<file path="src/rtl/matmul_pkg.sv">
// Shared types and width helpers for the matmul control sequencer.
package matmul_pkg;

   localparam int MAX_DIM_DEF     = 4;
   localparam int SP_NTARGETS_DEF = 4;

   typedef enum logic [2:0] {
      ST_IDLE    = 3'd0,
      ST_CLEAR   = 3'd1,
      ST_PRELOAD = 3'd2,
      ST_FEED    = 3'd3,
      ST_WB      = 3'd4
   } sched_state_e;

   function automatic int dim_w(input int max_dim);
      return $clog2(max_dim);
   endfunction

   function automatic int tgt_w(input int n_targets);
      return $clog2(n_targets);
   endfunction

   // Feed length never exceeds MAX_DIM + 2*(MAX_DIM-1) = 3*MAX_DIM-2 steps.
   function automatic int step_w(input int max_dim);
      return $clog2(3 * max_dim - 2);
   endfunction

endpackage

</file>
<file path="src/rtl/matmul_step_cnt.sv">
// Phase step counter: synchronous clear, count enable and a terminal-value flag.
module matmul_step_cnt #(
   parameter int W = 4
) (
   input  logic         clk_i,
   input  logic         rst_ni,
   input  logic         clear_i,
   input  logic         en_i,
   input  logic [W-1:0] last_val_i,
   output logic [W-1:0] cnt_o,
   output logic         last_o
);

   logic [W-1:0] cnt_d;
   logic [W-1:0] cnt_q;

   // Clear has priority so a phase change restarts the count at zero.
   always_comb begin
      cnt_d = cnt_q;
      if (clear_i) begin
         cnt_d = {W{1'b0}};
      end else if (en_i) begin
         cnt_d = cnt_q + W'(1'b1);
      end else begin
         cnt_d = cnt_q;
      end
   end

   always_ff @(posedge clk_i or negedge rst_ni) begin
      if (!rst_ni) begin
         cnt_q <= {W{1'b0}};
      end else begin
         cnt_q <= cnt_d;
      end
   end

   assign cnt_o  = cnt_q;
   assign last_o = (cnt_q == last_val_i);

endmodule

</file>
<file path="src/rtl/matmul_sched.sv">
// Control sequencer for the matmul core: walks the systolic datapath through
// accumulator clear, optional C preload, skewed operand feed and row write-back.
module matmul_sched
   import matmul_pkg::*;
#(
   parameter  int MAX_DIM     = MAX_DIM_DEF,
   parameter  int SP_NTARGETS = SP_NTARGETS_DEF,
   localparam int DIM_W       = dim_w(MAX_DIM),
   localparam int TGT_W       = tgt_w(SP_NTARGETS),
   localparam int STEP_W      = step_w(MAX_DIM)
) (
   input  logic              clk_i,
   input  logic              rst_ni,
   input  logic              start_i,
   input  logic [DIM_W-1:0]  dim_n_i,
   input  logic [DIM_W-1:0]  dim_k_i,
   input  logic [DIM_W-1:0]  dim_m_i,
   input  logic              acc_mode_i,
   input  logic [TGT_W-1:0]  sp_target_i,
   output logic              pe_clr_o,
   output logic              rd_valid_o,
   output logic              acc_load_o,
   output logic              feed_valid_o,
   output logic [STEP_W-1:0] feed_step_o,
   output logic              wb_valid_o,
   output logic [DIM_W-1:0]  row_o,
   output logic [TGT_W-1:0]  target_o,
   output logic [DIM_W-1:0]  cfg_m_o,
   output logic              busy_o,
   output logic              done_o,
   output logic              start_err_o
);

   localparam logic [STEP_W-1:0] DRAIN = STEP_W'(2 * (MAX_DIM - 1));

   sched_state_e      state_q, state_d;
   logic [DIM_W-1:0]  n_q, n_d, k_q, k_d, m_q, m_d;
   logic [TGT_W-1:0]  tgt_q, tgt_d;
   logic              acc_q, acc_d;
   logic              done_q, done_d;
   logic              start_err_q, start_err_d;
   logic              accept_s;
   logic              cnt_clr_s, cnt_en_s, cnt_last_s;
   logic [STEP_W-1:0] term_s, cnt_s;

   assign accept_s = (state_q == ST_IDLE) && start_i;

   matmul_step_cnt #(.W(STEP_W)) u_step_cnt (
      .clk_i      (clk_i),
      .rst_ni     (rst_ni),
      .clear_i    (cnt_clr_s),
      .en_i       (cnt_en_s),
      .last_val_i (term_s),
      .cnt_o      (cnt_s),
      .last_o     (cnt_last_s)
   );

   // Phase sequencing; the shared counter is reprogrammed with each phase's last index.
   always_comb begin
      state_d   = state_q;
      cnt_clr_s = 1'b0;
      cnt_en_s  = 1'b0;
      term_s    = {STEP_W{1'b0}};
      done_d    = done_q;
      case (state_q)
         ST_IDLE: begin
            cnt_clr_s = 1'b1;
            if (start_i) begin
               state_d = ST_CLEAR;
               done_d  = 1'b0;
            end else begin
               state_d = ST_IDLE;
            end
         end
         ST_CLEAR: begin
            cnt_clr_s = 1'b1;
            if (acc_q) begin
               state_d = ST_PRELOAD;
            end else begin
               state_d = ST_FEED;
            end
         end
         ST_PRELOAD: begin
            // N reads plus one trailing cycle to catch the last read's data.
            term_s = STEP_W'(n_q) + STEP_W'(1'b1);
            if (cnt_last_s) begin
               state_d   = ST_FEED;
               cnt_clr_s = 1'b1;
            end else begin
               cnt_en_s  = 1'b1;
            end
         end
         ST_FEED: begin
            term_s = STEP_W'(k_q) + DRAIN;
            if (cnt_last_s) begin
               state_d   = ST_WB;
               cnt_clr_s = 1'b1;
            end else begin
               cnt_en_s  = 1'b1;
            end
         end
         ST_WB: begin
            term_s = STEP_W'(n_q);
            if (cnt_last_s) begin
               state_d   = ST_IDLE;
               cnt_clr_s = 1'b1;
               done_d    = 1'b1;
            end else begin
               cnt_en_s  = 1'b1;
            end
         end
         default: begin
            state_d   = ST_IDLE;
            cnt_clr_s = 1'b1;
         end
      endcase
   end

   // Descriptor is captured only on an accepted start; a rejected start just flags an error.
   always_comb begin
      start_err_d = start_i && (state_q != ST_IDLE);
      if (accept_s) begin
         n_d   = dim_n_i;
         k_d   = dim_k_i;
         m_d   = dim_m_i;
         acc_d = acc_mode_i;
         tgt_d = sp_target_i;
      end else begin
         n_d   = n_q;
         k_d   = k_q;
         m_d   = m_q;
         acc_d = acc_q;
         tgt_d = tgt_q;
      end
   end

   always_ff @(posedge clk_i or negedge rst_ni) begin
      if (!rst_ni) begin
         state_q     <= ST_IDLE;
         n_q         <= {DIM_W{1'b0}};
         k_q         <= {DIM_W{1'b0}};
         m_q         <= {DIM_W{1'b0}};
         acc_q       <= 1'b0;
         tgt_q       <= {TGT_W{1'b0}};
         done_q      <= 1'b0;
         start_err_q <= 1'b0;
      end else begin
         state_q     <= state_d;
         n_q         <= n_d;
         k_q         <= k_d;
         m_q         <= m_d;
         acc_q       <= acc_d;
         tgt_q       <= tgt_d;
         done_q      <= done_d;
         start_err_q <= start_err_d;
      end
   end

   // Datapath strobes decoded from registered state and counter only.
   always_comb begin
      pe_clr_o     = 1'b0;
      rd_valid_o   = 1'b0;
      acc_load_o   = 1'b0;
      feed_valid_o = 1'b0;
      feed_step_o  = {STEP_W{1'b0}};
      wb_valid_o   = 1'b0;
      row_o        = {DIM_W{1'b0}};
      case (state_q)
         ST_CLEAR: begin
            pe_clr_o = 1'b1;
         end
         ST_PRELOAD: begin
            rd_valid_o = !cnt_last_s;
            acc_load_o = (cnt_s != {STEP_W{1'b0}});
            row_o      = cnt_last_s ? {DIM_W{1'b0}} : cnt_s[DIM_W-1:0];
         end
         ST_FEED: begin
            feed_valid_o = 1'b1;
            feed_step_o  = cnt_s;
         end
         ST_WB: begin
            wb_valid_o = 1'b1;
            row_o      = cnt_s[DIM_W-1:0];
         end
         default: begin
            pe_clr_o = 1'b0;
         end
      endcase
   end

   assign busy_o      = (state_q != ST_IDLE);
   assign done_o      = done_q;
   assign start_err_o = start_err_q;
   assign target_o    = tgt_q;
   assign cfg_m_o     = m_q;

endmodule

</file>
<file path="config.mk">
export PLATFORM = sky130hd
export DESIGN_NAME = matmul_sched
export DESIGN_NICKNAME = d
export VERILOG_FILES = /design/src/rtl/matmul_pkg.sv /design/src/rtl/matmul_step_cnt.sv /design/src/rtl/matmul_sched.sv
export SDC_FILE = /design/constraint.sdc
export NUM_CORES = 1
export LEC_CHECK = 0
export BUFFER_PORTS_ARGS = -buffer_cell sky130_fd_sc_hd__buf_4
export CAP_MARGIN = 10
export CORE_MARGIN = 10
export CORE_UTILIZATION = 50
export DETAILED_ROUTE_END_ITERATION = 6
export PLACE_DENSITY_LB_ADDON = 0.15
export SLEW_MARGIN = 20
export SYNTH_ARGS = -nofsm -noshare
export SYNTH_HDL_FRONTEND = slang
export SYNTH_SLANG_ARGS = --single-unit
</file>
<file path="constraint.sdc">
create_clock -name clk_i -period 2.9 [get_ports clk_i]
set_clock_uncertainty 0.1 [all_clocks]
set_input_delay 0 -clock clk_i [delete_from_list [all_inputs] [get_ports clk_i]]
set_output_delay 0 -clock clk_i [all_outputs]
set_load 0.005 [all_outputs]
</file>
Word-level counts from Yosys, hierarchy flattened
Index checks and enable logic that the tools add are counted.
{ "word_totals": {"ff_bits": 18, "inputBits": 12, "out_inout_bits": 18, "wordCells": 56} }
{ "classes": {"n_addsub": 3, "n_eq_ne": 9, "n_mux": 24, "n_reduce_logical": 11} }
{ "op_table": {"columns": ["op", "count"], "rows": [
  ["$pmux 3 s5", 1],
  ["$mux 1", 13],
  ["$mux 4", 3],
  ["$pmux 4 s3", 1],
  ["$mux 3", 3],
  ["$ne 2x2->1 const B", 4],
  ["$eq 3x2->1 const B", 2],
  ["$reduce_and 3->1", 2],
  ["$add 2x3->4 const B", 1],
  ["$add 4x1->4 const B", 1],
  ["$eq 4x4->1", 1],
  ["$pmux 2 s2", 1],
  ["$reduce_bool 2->1", 2],
  ["$reduce_bool 4->1", 1],
  ["$add 2x1->3 const B", 1],
  ["$eq 3x1->1 const B", 1],
  ["$eq 3x3->1 const B", 1],
  ["$logic_not 3->1", 1],
  ["$reduce_bool 3->1", 1],
  ["$reduce_or 3->1", 1],
  ["$logic_and 1x1->1", 2],
  ["$mux 2", 1],
  ["$pmux 1 s2", 1],
  ["$logic_not 1->1", 1]
]} }

Longest topological paths before layout
{ "logic_depth": {"depth_word": 7, "depth_mapped": 7, "mapped_depth_nobuf": 6} }

Cells and area by module
A second synthesis with hierarchy kept.
{ "unflattened": {"hier_cells": 94, "hier_area_um2": 1036.0} }
{ "modules_own_cells": {"columns": ["mod", "instances", "cells_each", "area_each_um2"], "rows": [
  ["matmul_sched", 1, 73, 802.0],
  ["matmul_step_cnt", 1, 21, 234.0]
]} }

Worst setup path after synthesis
Ideal clock, no wire load.
{ "synth_path": {"kind": "register -> register", "from": "register n_q[0]", "to": "register state_q[2]", "t_arrival_ps": 1870, "required_ps": 2672, "setup_slack_ps": 803, "path_stages_with_launch": 7, "period_less_slack_ps": 2097, "path_cell_list": "dfrtp_1 -> ha_1 -> or2_2 -> a31oi_1 -> xnor2_1 -> nor3_4 -> mux2_1"} }
{ "synth_between": {"elab_chain_cells": 5, "word_cells_on_any_way": 7, "cone_classes": "add/sub (1); eq/ne (4); mux (1); reduce/logical (1)"} }
{ "synth_lines": {"columns": ["element", "line", "source"], "rows": [
  ["start, declared", "matmul_sched.sv:37", "logic [DIM_W-1:0] n_q, n_d, k_q, k_d, m_q, m_d;"],
  ["start signal, assigned", "matmul_sched.sv:140", "n_q <= {DIM_W{1'b0}};"],
  ["start signal, assigned", "matmul_sched.sv:149", "n_q <= n_d;"],
  ["$add 2x1->3", "matmul_sched.sv:85", "term_s = STEP_W'(n_q) + STEP_W'(1'b1);"],
  ["$pmux 4 s3 (*)", "matmul_sched.sv:65", "case (state_q)"],
  ["$eq 4x4->1 (*)", "matmul_step_cnt.sv:38", "assign last_o = (cnt_q == last_val_i);"],
  ["$ne 2x2->1 (no line)", null, null],
  ["$reduce_and 3->1 (no line) (*)", null, null],
  ["end signal, assigned", "matmul_sched.sv:148", "state_q <= state_d;"],
  ["end, declared", "matmul_sched.sv:36", "sched_state_e state_q, state_d;"]
]} }
Mark *: on every way between the ends. The rest lies on a longest branch, timed or not.
A chain may end at the register's enable or synchronous reset.

Worst setup path after layout
{ "layout_path": {"from": "register state_q[0]", "to": "output port row_o[0]"} }
{ "layout_between": {"elab_chain_cells": 5, "word_cells_on_any_way": 7, "cone_classes": "eq/ne (4); mux (3)"} }
{ "layout_lines": {"columns": ["element", "line", "source"], "rows": [
  ["$eq 3x3->1 (tied with other cells)", "matmul_sched.sv:65, matmul_sched.sv:168", null],
  ["$pmux 4 s3", "matmul_sched.sv:65", null],
  ["$eq 4x4->1", "matmul_step_cnt.sv:38", null],
  ["$mux 2", "matmul_sched.sv:175", "row_o = cnt_last_s ? {DIM_W{1'b0}} : cnt_s[DIM_W-1:0];"],
  ["$pmux 2 s2 (*)", "matmul_sched.sv:168", "case (state_q)"],
  ["end, declared", "matmul_sched.sv:26", "output logic [DIM_W-1:0] row_o,"]
]} }
Marks and branches as above.

==> reports/metrics.yaml <==
timing:
  slew_viol_final: 0
  relSlewSlack_pct: 57.9
  rsz0062_at_grt: "false"
  fin_crit_sh_pct: 84.6
  hold_violations: 0
  max_freq_ghz: 0.408
  setup_viol: 0
  finalSetupTns_ns: 0
  fin_hold_ws_ns: 0.00273
  tightest_slew_ns: 0.631
  layout_min_cycle_time_ns: 2.45
power_and_ir_drop:
  power_frac_comb_pct: 57.2
  power.switching_w: 0.000610
  ir_drop_mv: 0.608
  seq_power_share_pct: 34.6
  p_leak_nw: 0.658
  power.density_nw_per_um2: 1060
  netSwitchingFraction_pct: 41.0
  clock_power_share_pct: 8.1
  p_int_w: 0.000878
synth:
  syn_inst: 96
  synth_nets: 111
  synth-edff-count: 0
  async_flop_share_pct: 100
  syn_area_um2: 1060
  synth_top_area_share_pct: 42.6
  yosysWarnings: 0
  synth_area_leaders: "dfrtp_1 (43%), mux2_2 (9.6%), and4bb_2 (3.6%)"
  synth.distinct_cells: 37
  synth-seq-cells: 18
  synth_area_leader_cell: "dfrtp_1"
  synthFlopType: "dfrtp_1"
  syn_avg_cell_area_um2: 11.0
  seq_area_frac_synth_pct: 42.6
placed_design:
  port_buffers: 29
  place.detailed.hpwl_um: 1770
  place_area_um2: 1270
  dp.cells: 148
  place_congestion: 0.754
die:
  core_um2: 1980
  die_w_um: 66.0
  io_pins: 30
  die_h_um: 66.0
  start_util_pct: 53.3
  rows: 16
  die_area_um2: 4350
detailed_routing:
  dr.pass1.iters: 4
  ant_nets: 0
  via_per_inst: 5.31
  wirelength_um: 2430
  wl_per_cell_um: 15.0
  route.vias.total: 860
  initialDrtViolationCount: 41
  drc: 0
global_route:
  grt.total_usage_pct: 12.4
  grt_first_pass_wirelength_um: 4370
  grt_start_max_net_pins: 27
  grt_overflow: 0
  grt_pass1_vias: 951
  grt_antenna_before_repair: 0
clocking:
  cts.htree.levels: 1
  path_clk_slew_ns: 0.10
  clock-sinks: 18
  clk_latency_ns: 0.28
  cts_setup_buffers: 0
  clockBufferDepth: 2
  cts_tree: "built"
  root_buffer: "clkbuf_4"
  cts_buffers: 3
critical_path:
  critical_path_class: "reg -> out"
  worst_ep_arrival_time_ns: 2.35
  r2r_slack_ns: 0.57
  worstPathCellList: "or2b_1 > a31oi_4 > xnor2_2 > nor3_4 > o22ai_1 > buf_4"
  crit_slowest_cell: "dfrtp_1"
  cp.required_ns: 2.80
  end_kind: "primary output"
  crit_path_max_incr_delay_ns: 0.76
  crit_fanout: 26
  cp-start-kind: "register"
final_layout:
  area_growth_pct: 33.0
  fin_area_um2: 1410
  antenna_cells: 0
  final_nets: 152
  fin_cells: 162
  drive_above_1_share_pct: 37.8
  fin_util_pct: 71.0
run_status:
  status: "finished, final reports clean"
min_path:
  hp-class: "in -> async"
job:
  cap_violations: 0
## worst paths after layout
kind | startpoint | to | cells after the start
setup / recovery | state_q[0] | row_o[0] | 6
hold / removal | rst_ni | state_q[0] | 2
setup reg to reg | state_q[0] | state_q[2] | 5
hold reg to reg | target_o[0] | target_o[0] | 1
max in group asynchronous | rst_ni | target_o[1] | 2
min in group clk_i | dim_m_i[0] | cfg_m_o[0] | 3
## layer usage
layer	global-route usage, %	share of wire (%)	routed length, um
met5	0	0	0
met4	3.93	0.49	12
met3	4.24	5.2	126
met2	21.5	53	1280
met1	13.8	41	1010
## synth_stat cells (2+ instances only)
master and number:
and3_1 4, nor3_1 5, mux2_2 9, and2_1 2, or2_2 2, and4bb_2 3
o22ai_1 2, nand2_1 4, ha_1 3, buf_6 3, inv_1 5, nor2b_1 2
dfrtp_1 18, xnor2_1 2, nor3b_1 2, a31oi_1 2, or2b_1 2, nor2_1 7
## flip-flops by register name, summed over array words and instances (netlist names)
register	count
acc_q	1
cfg_m_o	2
done_o	1
k_q	2
n_q	2
start_err_o	1
state_q	3
target_o	2
u_step_cnt.cnt_o	4
## area by class of cell
cell class | instances | area [um2]
clock buffers | 3 | 22.5
inverters | 5 | 18.8
fillers | 150 | 576
repair buffers | 41 | 335
multi-input cells | 68 | 546
flip-flops and latches | 18 | 450
well taps | 27 | 33.8
## power groups by stage
stage / Clock [W] / Combinational [W] / Sequential (W)
after floorplan: 0 / 0.000650 / 0.000452
after global placement: 0 / 0.000831 / 0.000510
after detailed placement: 0 / 0.000855 / 0.000517
after CTS: 0.000126 / 0.000869 / 0.000512
after global routing: 0.000135 / 0.000966 / 0.000536
final: 0.000121 / 0.000852 / 0.000515
## cell families after synthesis
| kind of cell | Yosys count | synth area share (%) |
|---|---|---|
| flip-flops | 18 | 42.6 |
| buffers and inverters | 10 | 5.80 |
| AO/OA/AOI/OAI | 13 | 10.5 |
| XOR/XNOR | 4 | 4.02 |
| AND/OR/NAND/NOR | 38 | 22.8 |
| adder cells (fa/ha/maj) | 3 | 3.55 |
| multiplexers | 10 | 10.7 |
## critical path, delay by kind of cell (launching register included)
kind	cells	cell delay, ns
flip-flops	1	0.76
AND/OR/NAND/NOR	2	0.70
AO/OA/AOI/OAI	2	0.34
buffers and inverters	1	0.16
XOR/XNOR	1	0.11
## through the flow
| stage | power, W | setup slack [ns] |
|---|---|---|
| finish | 0.00149 | 0.447 |
| global route | 0.00164 | 0.227 |
| CTS | 0.00151 | 0.459 |
| detailed placement | 0.00137 | 0.597 |
| global placement | 0.00134 | 0.680 |
| floorplan | 0.00110 | 0.803 |
## what timing repair did
item,in CTS,in global routing
gates resized for setup,0,0
hold buffers,11,0
endpoints found under the hold margin,28,0
setup endpoints to repair,0,0
## cell usage in the layout, fill, tap and decap left out, types with 2 or more instances in the layout
master | synthesis | layout
a31oi_1 | 2 | 2
and2_1 | 2 | 2
and3_1 | 4 | 4
and4bb_2 | 3 | 3
buf_4 | 0 | 30
clkbuf_4 | 0 | 3
dfrtp_1 | 18 | 18
dlygate4sd3_1 | 0 | 11
ha_1 | 3 | 3
inv_1 | 5 | 5
mux2_2 | 9 | 9
nand2_1 | 4 | 4
nor2_1 | 7 | 7
nor2b_1 | 2 | 2
nor3_1 | 5 | 5
nor3b_1 | 2 | 2
o22ai_1 | 2 | 2
or2_2 | 2 | 2
or2b_1 | 2 | 2
xnor2_1 | 2 | 2
No activity file was read; power rests on OpenSTA's default activity.
